**config.mk**
```make
export PLATFORM = sky130hd
export DESIGN_NAME = seq_alu
export DESIGN_NICKNAME = d
export VERILOG_FILES = /design/src/rtl/seq_alu_pkg.sv /design/src/rtl/seq_alu_step.sv /design/src/rtl/seq_alu.sv
export SDC_FILE = /design/constraint.sdc
export NUM_CORES = 1
export LEC_CHECK = 0
export CORE_MARGIN = 5
export CORE_UTILIZATION = 44
export DETAILED_ROUTE_END_ITERATION = 8
export GPL_ROUTABILITY_DRIVEN = 0
export HOLD_SLACK_MARGIN = 0.03
export SLEW_MARGIN = 30
export SYNTH_ARGS = -nofsm -noshare
export SYNTH_HDL_FRONTEND = slang
export SYNTH_SLANG_ARGS = --single-unit
```
**constraint.sdc**
```tcl
create_clock -name clk -period 2.73 [get_ports clk]
set_input_delay 0.273 -clock clk [delete_from_list [all_inputs] [get_ports clk]]
set_output_delay 0.273 -clock clk [all_outputs]
set_load 0.01 [all_outputs]
```
**src/rtl/seq_alu_pkg.sv**
```systemverilog
// Shared types for the sequential ALU: opcode and FSM state encodings.
package seq_alu_pkg;

    typedef enum logic [2:0] {
        OP_ADD = 3'd0,
        OP_SUB = 3'd1,
        OP_AND = 3'd2,
        OP_SRL = 3'd3,
        OP_SLL = 3'd4,
        OP_SRA = 3'd5,
        OP_MUL = 3'd6,
        OP_CMP = 3'd7
    } op_e;

    typedef enum logic [1:0] {
        IDLE  = 2'd0,
        SHIFT = 2'd1,
        MUL   = 2'd2
    } state_e;

endpackage

```
**src/rtl/seq_alu_step.sv**
```systemverilog
// One iteration of the double-width shifter / shift-add multiplier.
module seq_alu_step
    import seq_alu_pkg::*;
#(
    parameter int REG_WIDTH = 9
) (
    input  logic [REG_WIDTH-1:0] hi_in,
    input  logic [REG_WIDTH-1:0] lo_in,
    input  op_e                  op,
    input  logic                 mul_lsb,
    input  logic [REG_WIDTH-1:0] mcand,
    output logic [REG_WIDTH-1:0] hi_out,
    output logic [REG_WIDTH-1:0] lo_out
);

    logic [REG_WIDTH:0] sum;

    always_comb begin
        sum    = {1'b0, hi_in} + (mul_lsb ? {1'b0, mcand} : '0);
        hi_out = hi_in;
        lo_out = lo_in;
        unique case (op)
            OP_SRL: {hi_out, lo_out} = {1'b0, hi_in, lo_in[REG_WIDTH-1:1]};
            OP_SRA: {hi_out, lo_out} = {hi_in[REG_WIDTH-1], hi_in, lo_in[REG_WIDTH-1:1]};
            OP_SLL: {hi_out, lo_out} = {hi_in[REG_WIDTH-2:0], lo_in, 1'b0};
            // Add's carry-out lands in the hi MSB as the pair shifts right.
            OP_MUL: {hi_out, lo_out} = {sum, lo_in[REG_WIDTH-1:1]};
            default: begin
                hi_out = hi_in;
                lo_out = lo_in;
            end
        endcase
    end

endmodule

```
**src/rtl/seq_alu.sv**
```systemverilog
// Multi-cycle ALU with start/busy/done handshake; shifts and multiply iterate one bit per edge.
//   state | meaning
//   IDLE  | waiting for start; single-cycle ops complete here
//   SHIFT | shifting {hi,lo} one bit per edge, cnt bits remaining
//   MUL   | shift-add multiply, cnt iterations remaining
module seq_alu
    import seq_alu_pkg::*;
#(
    parameter int REG_WIDTH = 9,
    parameter int OP_WIDTH  = 3
) (
    input  logic                 clk,
    input  logic                 rst_n,
    input  logic                 start,
    input  logic [OP_WIDTH-1:0]  op,
    input  logic [REG_WIDTH-1:0] ra_in,
    input  logic [REG_WIDTH-1:0] rb_in,
    output logic                 busy,
    output logic                 done,
    output logic [REG_WIDTH-1:0] res_out,
    output logic [REG_WIDTH-1:0] car_out,
    output logic                 zero,
    output logic                 jump
);

    localparam int SHAMT_W = $clog2(REG_WIDTH + 1);

    state_e               state_q, state_d;
    logic [OP_WIDTH-1:0]  op_q, op_d;
    logic [REG_WIDTH-1:0] hi_q, hi_d;
    logic [REG_WIDTH-1:0] lo_q, lo_d;
    logic [REG_WIDTH-1:0] mcand_q, mcand_d;
    logic [SHAMT_W-1:0]   cnt_q, cnt_d;
    logic [REG_WIDTH-1:0] res_q, res_d;
    logic [REG_WIDTH-1:0] car_q, car_d;
    logic                 jump_q, jump_d;
    logic                 done_q, done_d;

    logic [REG_WIDTH:0]   add_sum;
    logic [REG_WIDTH:0]   sub_diff;
    logic [SHAMT_W-1:0]   n_clamp;
    logic [REG_WIDTH-1:0] step_hi, step_lo;
    op_e                  step_op;

    assign step_op = op_e'(op_q[2:0]);

    seq_alu_step #(
        .REG_WIDTH (REG_WIDTH)
    ) u_step (
        .hi_in   (hi_q),
        .lo_in   (lo_q),
        .op      (step_op),
        .mul_lsb (lo_q[0]),
        .mcand   (mcand_q),
        .hi_out  (step_hi),
        .lo_out  (step_lo)
    );

    always_comb begin
        add_sum  = {1'b0, ra_in} + {1'b0, rb_in};
        sub_diff = {1'b0, ra_in} - {1'b0, rb_in};
        if (rb_in >= REG_WIDTH'(REG_WIDTH)) begin
            n_clamp = SHAMT_W'(REG_WIDTH);
        end else begin
            n_clamp = SHAMT_W'(rb_in);
        end

        state_d = state_q;
        op_d    = op_q;
        hi_d    = hi_q;
        lo_d    = lo_q;
        mcand_d = mcand_q;
        cnt_d   = cnt_q;
        res_d   = res_q;
        car_d   = car_q;
        jump_d  = jump_q;
        done_d  = 1'b0;

        unique case (state_q)
            IDLE: begin
                if (start) begin
                    op_d    = op;
                    mcand_d = rb_in;
                    case (op)
                        OP_WIDTH'(OP_ADD): begin
                            res_d  = add_sum[REG_WIDTH-1:0];
                            car_d  = {{(REG_WIDTH-1){1'b0}}, add_sum[REG_WIDTH]};
                            jump_d = 1'b0;
                            done_d = 1'b1;
                        end
                        OP_WIDTH'(OP_SUB): begin
                            res_d  = sub_diff[REG_WIDTH-1:0];
                            car_d  = {{(REG_WIDTH-1){1'b0}}, sub_diff[REG_WIDTH]};
                            jump_d = 1'b0;
                            done_d = 1'b1;
                        end
                        OP_WIDTH'(OP_AND): begin
                            res_d  = ra_in & rb_in;
                            car_d  = '0;
                            jump_d = 1'b0;
                            done_d = 1'b1;
                        end
                        OP_WIDTH'(OP_SRL), OP_WIDTH'(OP_SRA), OP_WIDTH'(OP_SLL): begin
                            if (n_clamp == '0) begin
                                res_d  = ra_in;
                                car_d  = '0;
                                jump_d = 1'b0;
                                done_d = 1'b1;
                            end else begin
                                // Right shifts run ra through hi into lo; SLL runs lo into hi.
                                if (op == OP_WIDTH'(OP_SLL)) begin
                                    hi_d = '0;
                                    lo_d = ra_in;
                                end else begin
                                    hi_d = ra_in;
                                    lo_d = '0;
                                end
                                cnt_d   = n_clamp;
                                state_d = SHIFT;
                            end
                        end
                        OP_WIDTH'(OP_MUL): begin
                            hi_d    = '0;
                            lo_d    = ra_in;
                            cnt_d   = SHAMT_W'(REG_WIDTH);
                            state_d = MUL;
                        end
                        OP_WIDTH'(OP_CMP): begin
                            res_d  = sub_diff[REG_WIDTH-1:0];
                            car_d  = '0;
                            jump_d = (ra_in == rb_in);
                            done_d = 1'b1;
                        end
                        default: begin
                            res_d  = '0;
                            car_d  = '0;
                            jump_d = 1'b0;
                            done_d = 1'b1;
                        end
                    endcase
                end
            end
            SHIFT, MUL: begin
                hi_d  = step_hi;
                lo_d  = step_lo;
                cnt_d = cnt_q - SHAMT_W'(1);
                if (cnt_q == SHAMT_W'(1)) begin
                    if ((op_q == OP_WIDTH'(OP_SRL)) || (op_q == OP_WIDTH'(OP_SRA))) begin
                        res_d = step_hi;
                        car_d = step_lo;
                    end else begin
                        res_d = step_lo;
                        car_d = step_hi;
                    end
                    jump_d  = 1'b0;
                    done_d  = 1'b1;
                    state_d = IDLE;
                end
            end
            default: state_d = IDLE;
        endcase
    end

    always_ff @(posedge clk or negedge rst_n) begin
        if (!rst_n) begin
            state_q <= IDLE;
            op_q    <= '0;
            hi_q    <= '0;
            lo_q    <= '0;
            mcand_q <= '0;
            cnt_q   <= '0;
            res_q   <= '0;
            car_q   <= '0;
            jump_q  <= 1'b0;
            done_q  <= 1'b0;
        end else begin
            state_q <= state_d;
            op_q    <= op_d;
            hi_q    <= hi_d;
            lo_q    <= lo_d;
            mcand_q <= mcand_d;
            cnt_q   <= cnt_d;
            res_q   <= res_d;
            car_q   <= car_d;
            jump_q  <= jump_d;
            done_q  <= done_d;
        end
    end

    assign busy    = (state_q != IDLE);
    assign done    = done_q;
    assign res_out = res_q;
    assign car_out = car_q;
    assign zero    = (res_q == '0);
    assign jump    = jump_q;

endmodule

```
; ---- Yosys cells after proc, flatten, opt, wreduce, memory -nomap -nowiden
; Index checks and enable logic that the tools add are counted.
[totals]
rom_bits = 0
latchBits = 0
out_inout_bits = 22
regBits = 56
inputBits = 24
memories = 0
mem_bits_rw = 0
[classes]
shift = 0
n_mul = 0
n_addsub = 4
bitwise_logic = 1
eq_ne = 23
div = 0
reduce_logical = 20
mux = 45
n_lt_le_gt_ge = 1
[ops]
columns = op, n
row1 = two-way mux 9 bit, 15
row2 = case mux 9 bit (2 select lines), 6
row3 = case mux 9 bit (4 select lines), 3
row4 = case mux 9 bit (3 select lines), 1
row5 = equality test 3 bit (second input constant), 7
row6 = case mux 4 bit (2 select lines), 2
row7 = AND reduction 5 bit, 3
row8 = two-way mux 4 bit, 3
row9 = adder 9 x 10 -> 10 bit, 1
row10 = adder 9 x 9 -> 10 bit, 1
row11 = inequality test 5 x 2 -> 1 bit (second input constant), 2
row12 = subtractor 9 x 9 -> 10 bit, 1
row13 = AND 9 bit, 1
row14 = equality test 3 x 2 -> 1 bit (second input constant), 3
row15 = equality test 9 bit, 1
row16 = >= comparator 9 x 4 -> 1 bit (second input constant), 1
row17 = logical NOT 9 bit, 1
row18 = case mux 2 bit (2 select lines), 2
row19 = AND reduction 4 bit, 2
row20 = OR reduction 2 bit, 4
row21 = two-way mux 1 bit, 6
row22 = two-way mux 2 bit, 3
row23 = inequality test 3 bit (second input constant), 2
row24 = case mux 1 bit (2 select lines), 3
row25 = other kinds (17), 20

; ---- Logic depth before layout (Yosys ltp)
; Gate-level depths: netlist (run 1).
[logic_depth]
ltp_word = 7
mapped_depth = 12
depth_no_buf = 11

; ---- Hierarchy
; Synthesis (run 1) repeated with hierarchy kept, for this count alone.
[unflattened]
cells_unflattened = 684
area_unflattened_um2 = 5357.6
[by_module_without_submodules]
columns = module, cells_per_inst, area_each_um2, instances
row1 = seq_alu, 452, 3932.5, 1
row2 = seq_alu_step, 232, 1425.1, 1

; ---- Least setup slack after synthesis (run 1)
; No wires, ideal clock.
[synth_path]
kind = register to register
start = reg lo_q[0]
end = reg car_q[5], in the netlist car_out[5]
path_buffers = 1
t_required_ps = 2634
setup_slack_ps = 316
setup_time_ps = 96
path_stages_with_launch = 12
period_less_slack_ps = 2414
arrival_time_ps = 2318
cell_sequence = dfrtp_1 -> clkbuf_1 -> and2_1 -> ha_1 -> inv_1 -> fa_1 -> nor2b_1 -> o31a_1 -> o21ai_0 -> o311ai_0 -> nor2_1 -> o31ai_1
[synth_via]
elab_chain_cells = 6
[synth_rtl]
columns = element, line_no
row1 = "start, declared", seq_alu.sv:31  ; logic [REG_WIDTH-1:0] lo_q, lo_d;
row2 = "start signal, assigned", seq_alu.sv:180  ; lo_q <= lo_d;
row3 = two-way mux 9 bit, seq_alu_step.sv:19  ; sum = {1'b0, hi_in} + (mul_lsb ? {1'b0, mcand} : '0);
row4 = adder 9 x 10 -> 10 bit, seq_alu_step.sv:19
row5 = case mux 9 bit (4 select lines), seq_alu_step.sv:22  ; unique case (op)
row6 = two-way mux 9 bit, seq_alu.sv:148  ; if ((op_q == OP_WIDTH'(OP_SRL)) || (op_q == OP_WIDTH'(OP_SRA))) begin
row7 = two-way mux 9 bit, seq_alu.sv:147  ; if (cnt_q == SHAMT_W'(1)) begin
row8 = case mux 9 bit (2 select lines), seq_alu.sv:79  ; unique case (state_q)
row9 = "end signal, assigned", seq_alu.sv:184  ; car_q <= car_d;
row10 = "end, declared", seq_alu.sv:35  ; logic [REG_WIDTH-1:0] car_q, car_d;
; No other way between the ends. The select of a mux whose other input is x is not followed.
; A chain may end at the register's enable or synchronous reset.

; ---- Worst setup path in the final report (run 1)
[layout_path]
start = reg lo_q[0]
end = reg hi_q[7]
[layout_via]
elab_chain_cells = 4
[layout_rtl]
columns = element, line_no
row1 = two-way mux 9 bit, seq_alu_step.sv:19
row2 = adder 9 x 10 -> 10 bit, seq_alu_step.sv:19
row3 = case mux 9 bit (4 select lines), seq_alu_step.sv:22
row4 = case mux 9 bit (2 select lines), seq_alu.sv:79
row5 = "end signal, assigned", seq_alu.sv:179  ; hi_q <= hi_d;
row6 = "end, declared", seq_alu.sv:30  ; logic [REG_WIDTH-1:0] hi_q, hi_d;
; No other way between the ends.

==> results by group, run 1 <==
Critical path
  – R2R Path End: hi_q[7]
  – Buffer and inverter count on the worst path: 1
  – Worst path required time: 2.93 ns
  – CP Data Arrival Time: 2.80 ns
  – CP Class: reg2reg
  – Crit Path Max Fanout: 7
  – Critical Path Source Type: flip-flop
  – CP cell instances: and2_1, ha_1, inv_1, fa_1, nor2b_1, o31a_1, o22ai_1, mux2i_1, o211ai_1, a221oi_2, nor2_1
  – Crit path depth: 11
  – Crit path largest cell delay: 0.44 ns
  – Reg2Reg Setup Slack: 0.13 ns
  – CP top delay family: compound AO/OA/AOI/OAI gates
  – Crit-path slowest cell: dfrtp_2
  – Worst-case reg-to-reg path depth: 11
  – Worst Setup End Kind: flip-flop
  – RR Startpoint: lo_q[0]

STA
  – Fin crit period: 2.595 ns
  – Fmax: 385.3 MHz
  – Final Max Slew Viols: 0
  – Final Setup Violations: 0
  – Worst-Margin Slew: 0.9285 ns
  – Fin crit share: 95.07%
  – Final worst setup slack: 0.1346 ns
  – Final hold vios: 0
  – Slew HR: 37.57%
  – Worst Clk Skew: 0.008099 ns
  – Unrepaired setup endpoints after global routing: false
  – Fin Setup TNS: 0 ns

Routing
  – Pre-antenna DRT Iters: 5
  – Final Routed Wirelength: 19.14 mm
  – Drt initial violations: 618
  – Via density: 6.147
  – DRC viols: 0
  – Post-route ant nets: 0
  – Top Layer Used: met4
  – WL met3: 1.451 mm
  – Met2 wire length: 8.467 mm
  – Via count: 5846
  – WL met1: 7.988 mm
  – Routed wire per std cell: 20.13 µm

Die
  – Die area: 14560 µm²
  – FP Rows: 40
  – Starting Density: 44.85%
  – Die width: 120.7 µm
  – Area of the core: 12010 µm²
  – # IOs: 46
  – Die Y-Extent: 120.7 µm

Synth
  – Mean Syn Cell Area: 7.599 µm²
  – Ys flop type: dfrtp_1
  – EDFF count, synth: 0
  – Post-Syn Instances: 709
  – Yosys reg bits: 56
  – Post-Synth Adder-Cell Area: 8.314%
  – Compound-Gate Fraction of Synth Area: 29.63%
  – Xor and xnor area share after synthesis: 2.764%
  – Syn_nets: 767
  – Largest family of logic cells by synthesized area: compound AO/OA/AOI/OAI gates
  – Cell area after synthesis: 5388 µm²
  – Yosys warning count: 0
  – Sequential share of the synthesized area: 26.01%
  – Synth unique cells: 67
  – Mux share of post-synthesis cell area: 4.412%
  – Simple-gate portion of the synthesized area: 22.25%
  – Post-synth ARST share: 100.0%

Place
  – IO buf count: 45
  – DP Area: 6484 µm²
  – DP Worst Slack: -0.2840 ns
  – Placed cell count: 942
  – Post-DP HPWL: 15.04 mm

Power
  – LEAKAGE: 2.919 nW
  – Maximum VDD drop: 0.0004011 V
  – Pwr dens: 1037 nW/µm²

GRT
  – Vias in the first global route: 5628
  – Initial antenna violation count: 0
  – Global-route usage over all layers: 26.64%
  – Global-route wire length before repair: 30.49 mm
  – GRT Residual Overflow: 0
  – Largest net degree at the start of global routing: 51

Clock tree
  – Cts bufs inserted: 5
  – CTS root buf: clkbuf_16
  – Post-CTS Setup Bufs: 0
  – Worst-skew pair later-pin latency: 0.31 ns
  – Max Root-Sink Buffers: 2
  – CTS H-tree lvls: 2
  – CTS tree: done
  – Clock sink count: 56
  – Worst-path clk slew: 0.08 ns

Cells and area
  – Final instance area: 6669 µm²
  – Layout cell share with drive strength beyond 1: 15.05%
  – Area grow syn2layout: 23.78%
  – Fill count: 1155
  – Fin util: 55.52%
  – Fin nets: 861
  – Final cell count without fillers: 951
  – Antenna cell count: 0

Outcome
  – Run status: finished, final reports clean

Flow run
  – Max-cap viol count: 0

Worst hold path
  – Hold Crit Class: in2async
-- final cells by class --
| cell class | count | area, µm² | area share (%) |
|---|---|---|---|
| Timing Repair Buffer | 134 | 1129 | 16.92 |
| Clock buffer | 6 | 128.9 | 1.932 |
| Sequential cell | 56 | 1403 | 21.03 |
| Inverter | 40 | 150.1 | 2.251 |
| Clock inverter | 2 | 16.27 | 0.2439 |
| Tap cell | 147 | 183.9 | 2.758 |
| Multi-Input combinational cell | 566 | 3659 | 54.86 |
-- cell usage after synthesis (11+ instances only) --
cell	count	area, µm²
ha_1	31	387.9
nor3_1	17	85.08
inv_1	40	150.1
nor2_1	70	262.8
a21oi_1	51	255.2
nor2b_1	18	112.6
o21ai_0	80	400.4
dfrtp_1	56	1401
nand2_1	77	289.0
a221oi_1	15	131.4
clkbuf_1	34	127.6
and2_1	17	106.4
nand3_1	12	60.06
mux2i_1	17	170.2
o211ai_1	11	82.58
-- per-stage QoR --
stage                     hold WS, ns  total power [mW]
final                          0.3320             6.918
after global placement         0.1092             6.018
after detailed placement       0.1138             6.091
after global routing           0.3519             7.438
after CTS                      0.3261             6.806
after floorplan              -0.02259             4.453
-- power by group --
group | switching (mW) | internal, mW
registers | 0.436 | 1.17
logic | 2.73 | 1.90
clock network | 0.335 | 0.344
total | 3.50 | 3.42
-- cell usage in the layout (no fill, tap or decap), drive strengths merged, types with 7 or more instances in the layout --
master         count
nand2             77
clkdlybuf4s50     44
nand2b            10
nand3             12
inv               40
xor2               7
buf               89
mux2i             17
a21oi             51
o21ai             85
dfrtp             56
nor2              71
a221oi            15
xnor2             10
and2              18
a31oi              7
nor3              18
o211ai            11
nor2b             18
a221o              9
a22oi              7
ha                31
o31ai              7
-- cells by family (layout without fill, tap and decap cells) --
family,count (synthesis),in the layout
AOI/OAI and AO/OA,242,242
buffers and inverters,87,182
adders and majority gates,34,34
and+or+nand+nor,250,250
xor gates and xnor gates,17,17
muxes,23,23
DFF,56,56
-- routing by layer --
layer	GRT usage (%)	vias to the layer above
met5	0	-
met4	15.65	0
li1	-	2759
met3	3.976	74
met2	41.11	313
met1	35.34	2700
-- registers in the layout, summed over array words and instances, names as in the netlist --
register  count
car_out       9
cnt_q         4
done          1
state_q       2
mcand_q       9
op_q          3
lo_q          9
hi_q          9
jump          1
res_out       9
-- worst max-delay path by stage --
stage | end | slack, ns | startpoint
floorplan | car_out[5] | 0.32 | lo_q[0]
global placement | res_out[8] | -0.25 | ra_in[0]
detailed placement | res_out[8] | -0.28 | ra_in[0]
CTS | res_out[8] | 0.04 | ra_in[0]
global route | hi_q[7] | 0.01 | lo_q[0]
finish | hi_q[7] | 0.13 | lo_q[0]
-- what timing repair did --
action                     in CTS  in global routing
gates resized for setup         0                 10
hold endpoints to repair        6                  0
setup endpoints to repair       0                  6
hold buffers                    1                  0
Note: power is estimated with default switching activity, not from simulation.
==> inputs of run 2 (changes only) <==
HOLD_SLACK_MARGIN = not set   (was 0.03)
==> results of run 2 <==
No change in the layout: final DEF, timing and power equal those of run 1.
==> inputs of run 3 (changes only) <==
CORE_UTILIZATION = 39   (was 44)
==> run 3 against run 2 <==
Count of clock-buffer cells in the layout shrank 1. Via count down 0.55%. Clock power grew 3.1%. Routed wire length is 0.91% lower. Die area rose by 12%. Critical path type is now in2reg. Highest routed layer unchanged. First-iteration DRC count decreased by 0.32%. Hold slack got worse by 0.32 ns. Sequential power grew 2%.
==> results by group, run 3 (synthesis results as in run 1) <==
Outcome
  – Run status: finished, final reports clean

Critical path
  – Crit Path Max Fanout: 2
  – Reg2Reg Setup Slack: 0.14 ns
  – Worst path required time: 2.92 ns
  – Critical Path Sink: res_out[8]
  – Worst-case reg-to-reg path depth: 11
  – CP Data Arrival Time: 2.80 ns
  – Critical Path Source Type: primary input
  – Critical Path Start: rb_in[0]
  – Worst Setup End Kind: flip-flop
  – CP Class: in2reg
  – RR Startpoint: lo_q[0]
  – R2R Path End: car_out[7]

STA
  – Final Setup Violations: 0
  – Fmax: 382.3 MHz
  – Worst Clk Skew: 0.01168 ns
  – Fin crit period: 2.616 ns
  – Final Max Slew Viols: 0
  – Final hold vios: 0
  – Worst-Margin Slew: 0.7579 ns
  – Fin crit share: 95.83%
  – Slew HR: 49.47%
  – Fin Setup TNS: 0 ns
  – Hold slack final: 0.01548 ns
  – Unrepaired setup endpoints after global routing: true

Power
  – Combinational Power Share: 65.8%
  – LEAKAGE: 2.929 nW
  – Maximum VDD drop: 0.0004579 V
  – Switching power share of the total: 50.18%
  – Clock group share of total power: 10.2%
  – Switching power: 3.455 mW
  – Pwr dens: 1023 nW/µm²
  – P_int: 3.430 mW
  – Flop pwr share: 24.0%

Clock tree
  – CTS root buf: clkbuf_16
  – Post-CTS Setup Bufs: 0
  – Clock sink count: 56
  – Worst-skew pair later-pin latency: 0.31 ns
  – CTS tree: done
  – Hold-fix buffers at CTS: 0
  – Worst-path clk slew: 0.08 ns
  – Cts bufs inserted: 5
  – Max Root-Sink Buffers: 2
  – CTS H-tree lvls: 2

Routing
  – Drt initial violations: 616
  – Pre-antenna DRT Iters: 5
  – Final Routed Wirelength: 18.97 mm
  – DRC viols: 0
  – Routed wire per std cell: 19.31 µm
  – Post-route ant nets: 0
  – Via density: 5.921
  – Via count: 5814

GRT
  – Met1 GRT Util: 31.79%
  – Largest net degree at the start of global routing: 38
  – Global-route wire length before repair: 30.74 mm
  – Initial antenna violation count: 0
  – GRT busiest layer: met2
  – Vias in the first global route: 5769
  – GRT Residual Overflow: 0
  – Grt met3 use: 3.554%
  – M2 GR Usage: 37.47%
  – Global-route usage over all layers: 23.53%

Cells and area
  – Area of the multi-input gates: 3681 µm²
  – Most frequent cells in the layout: buf_4, o21ai_0, nand2_1
  – Fin nets: 859
  – Fin util: 49.07%
  – Layout cell share with drive strength beyond 1: 15.59%
  – Final cell count without fillers: 982
  – Antenna cell count: 0
  – Most common cell after layout, fill and taps aside: buf_4
  – Fill count: 1412
  – Area grow syn2layout: 24.94%
  – Reg area: 1401 µm²

Place
  – Placed cell count: 974
  – Post-DP HPWL: 14.94 mm
  – IO buf count: 45

Die
  – Die area: 16270 µm²
  – Starting Density: 39.27%
  – Die Y-Extent: 127.5 µm
  – # IOs: 46
  – FP Rows: 43
  – Die width: 127.5 µm
  – Area of the core: 13720 µm²

Flow run
  – Max-cap viol count: 0

Worst hold path
  – Hold Crit Class: in2async
[run 3: changes by cell type in the layout (fill, tap and decap cells not counted), moves of 2 or more]
| cell | previous run | this run |
|---|---|---|
| a21oi_1 | 51 | 49 |
| o21ai_0 | 78 | 80 |
| o21ai_1 | 5 | 3 |
| buf_4 | 87 | 85 |
| a21oi_2 | 0 | 2 |
[run 3: per-stage QoR]
stage | instance area [µm²] | worst slack (ns) | total power [mW]
finish | 6731 | 0.1139 | 6.884
global route | 6731 | -0.03635 | 7.437
CTS | 6690 | 0.02108 | 6.805
detailed placement | 6530 | -0.3785 | 6.071
global placement | 6530 | -0.2823 | 5.989
floorplan | 5388 | 0.3163 | 4.453
[run 3: layout make-up]
class                      instances  area share [%]
clock buffer                       5           1.859
clock inverter                     3          0.3717
tap                              180           3.346
inverter                          40           2.230
multi-input combinational        566           54.68
sequential                        56           20.82
timing repair buffer             132           16.69
[run 3: how the worst min path moves through the flow]
stage | endpoint | slack, ns | cells past startpoint | start
floorplan | car_out[0] | -0.02 | 0 | rst_n
global placement | jump | 0.37 | 1 | rst_n
detailed placement | jump | 0.40 | 1 | rst_n
CTS | done | 0.06 | 1 | rst_n
global route | jump | 0.07 | 1 | rst_n
finish | jump | 0.02 | 1 | rst_n
[run 3: critical path: stages]
cell             delay (ns)
clkdlybuf4s50_1        0.50
ha_2                   0.19
inv_1                  0.06
fa_1                   0.38
o21bai_1               0.23
nand2_1                0.11
a2111oi_2              0.39
a221oi_2               0.07
xor2_1                 0.18
a2111oi_2              0.33
nor3_1                 0.10
[run 3: power by group through the flow]
stage	clock [mW]	sequential, mW	combinational (mW)
finish	0.700	1.65	4.53
global route	0.743	1.70	4.99
CTS	0.713	1.64	4.45
detailed placement	0	1.66	4.42
global placement	0	1.64	4.35
floorplan	0	1.47	2.98
[run 3: per-layer routing]
layer	share of wire (%)	wire length (µm)
met4	4.0	762
met2	46	8712
met5	0	0
met1	44	8274
met3	6.4	1216
[run 3: what timing repair did]
action                                 4_1_cts  5_1_grt
setup endpoints to repair                    2        6
pin swaps                                    0        2
endpoints found under the hold margin        0        0
resized for setup                            3       10
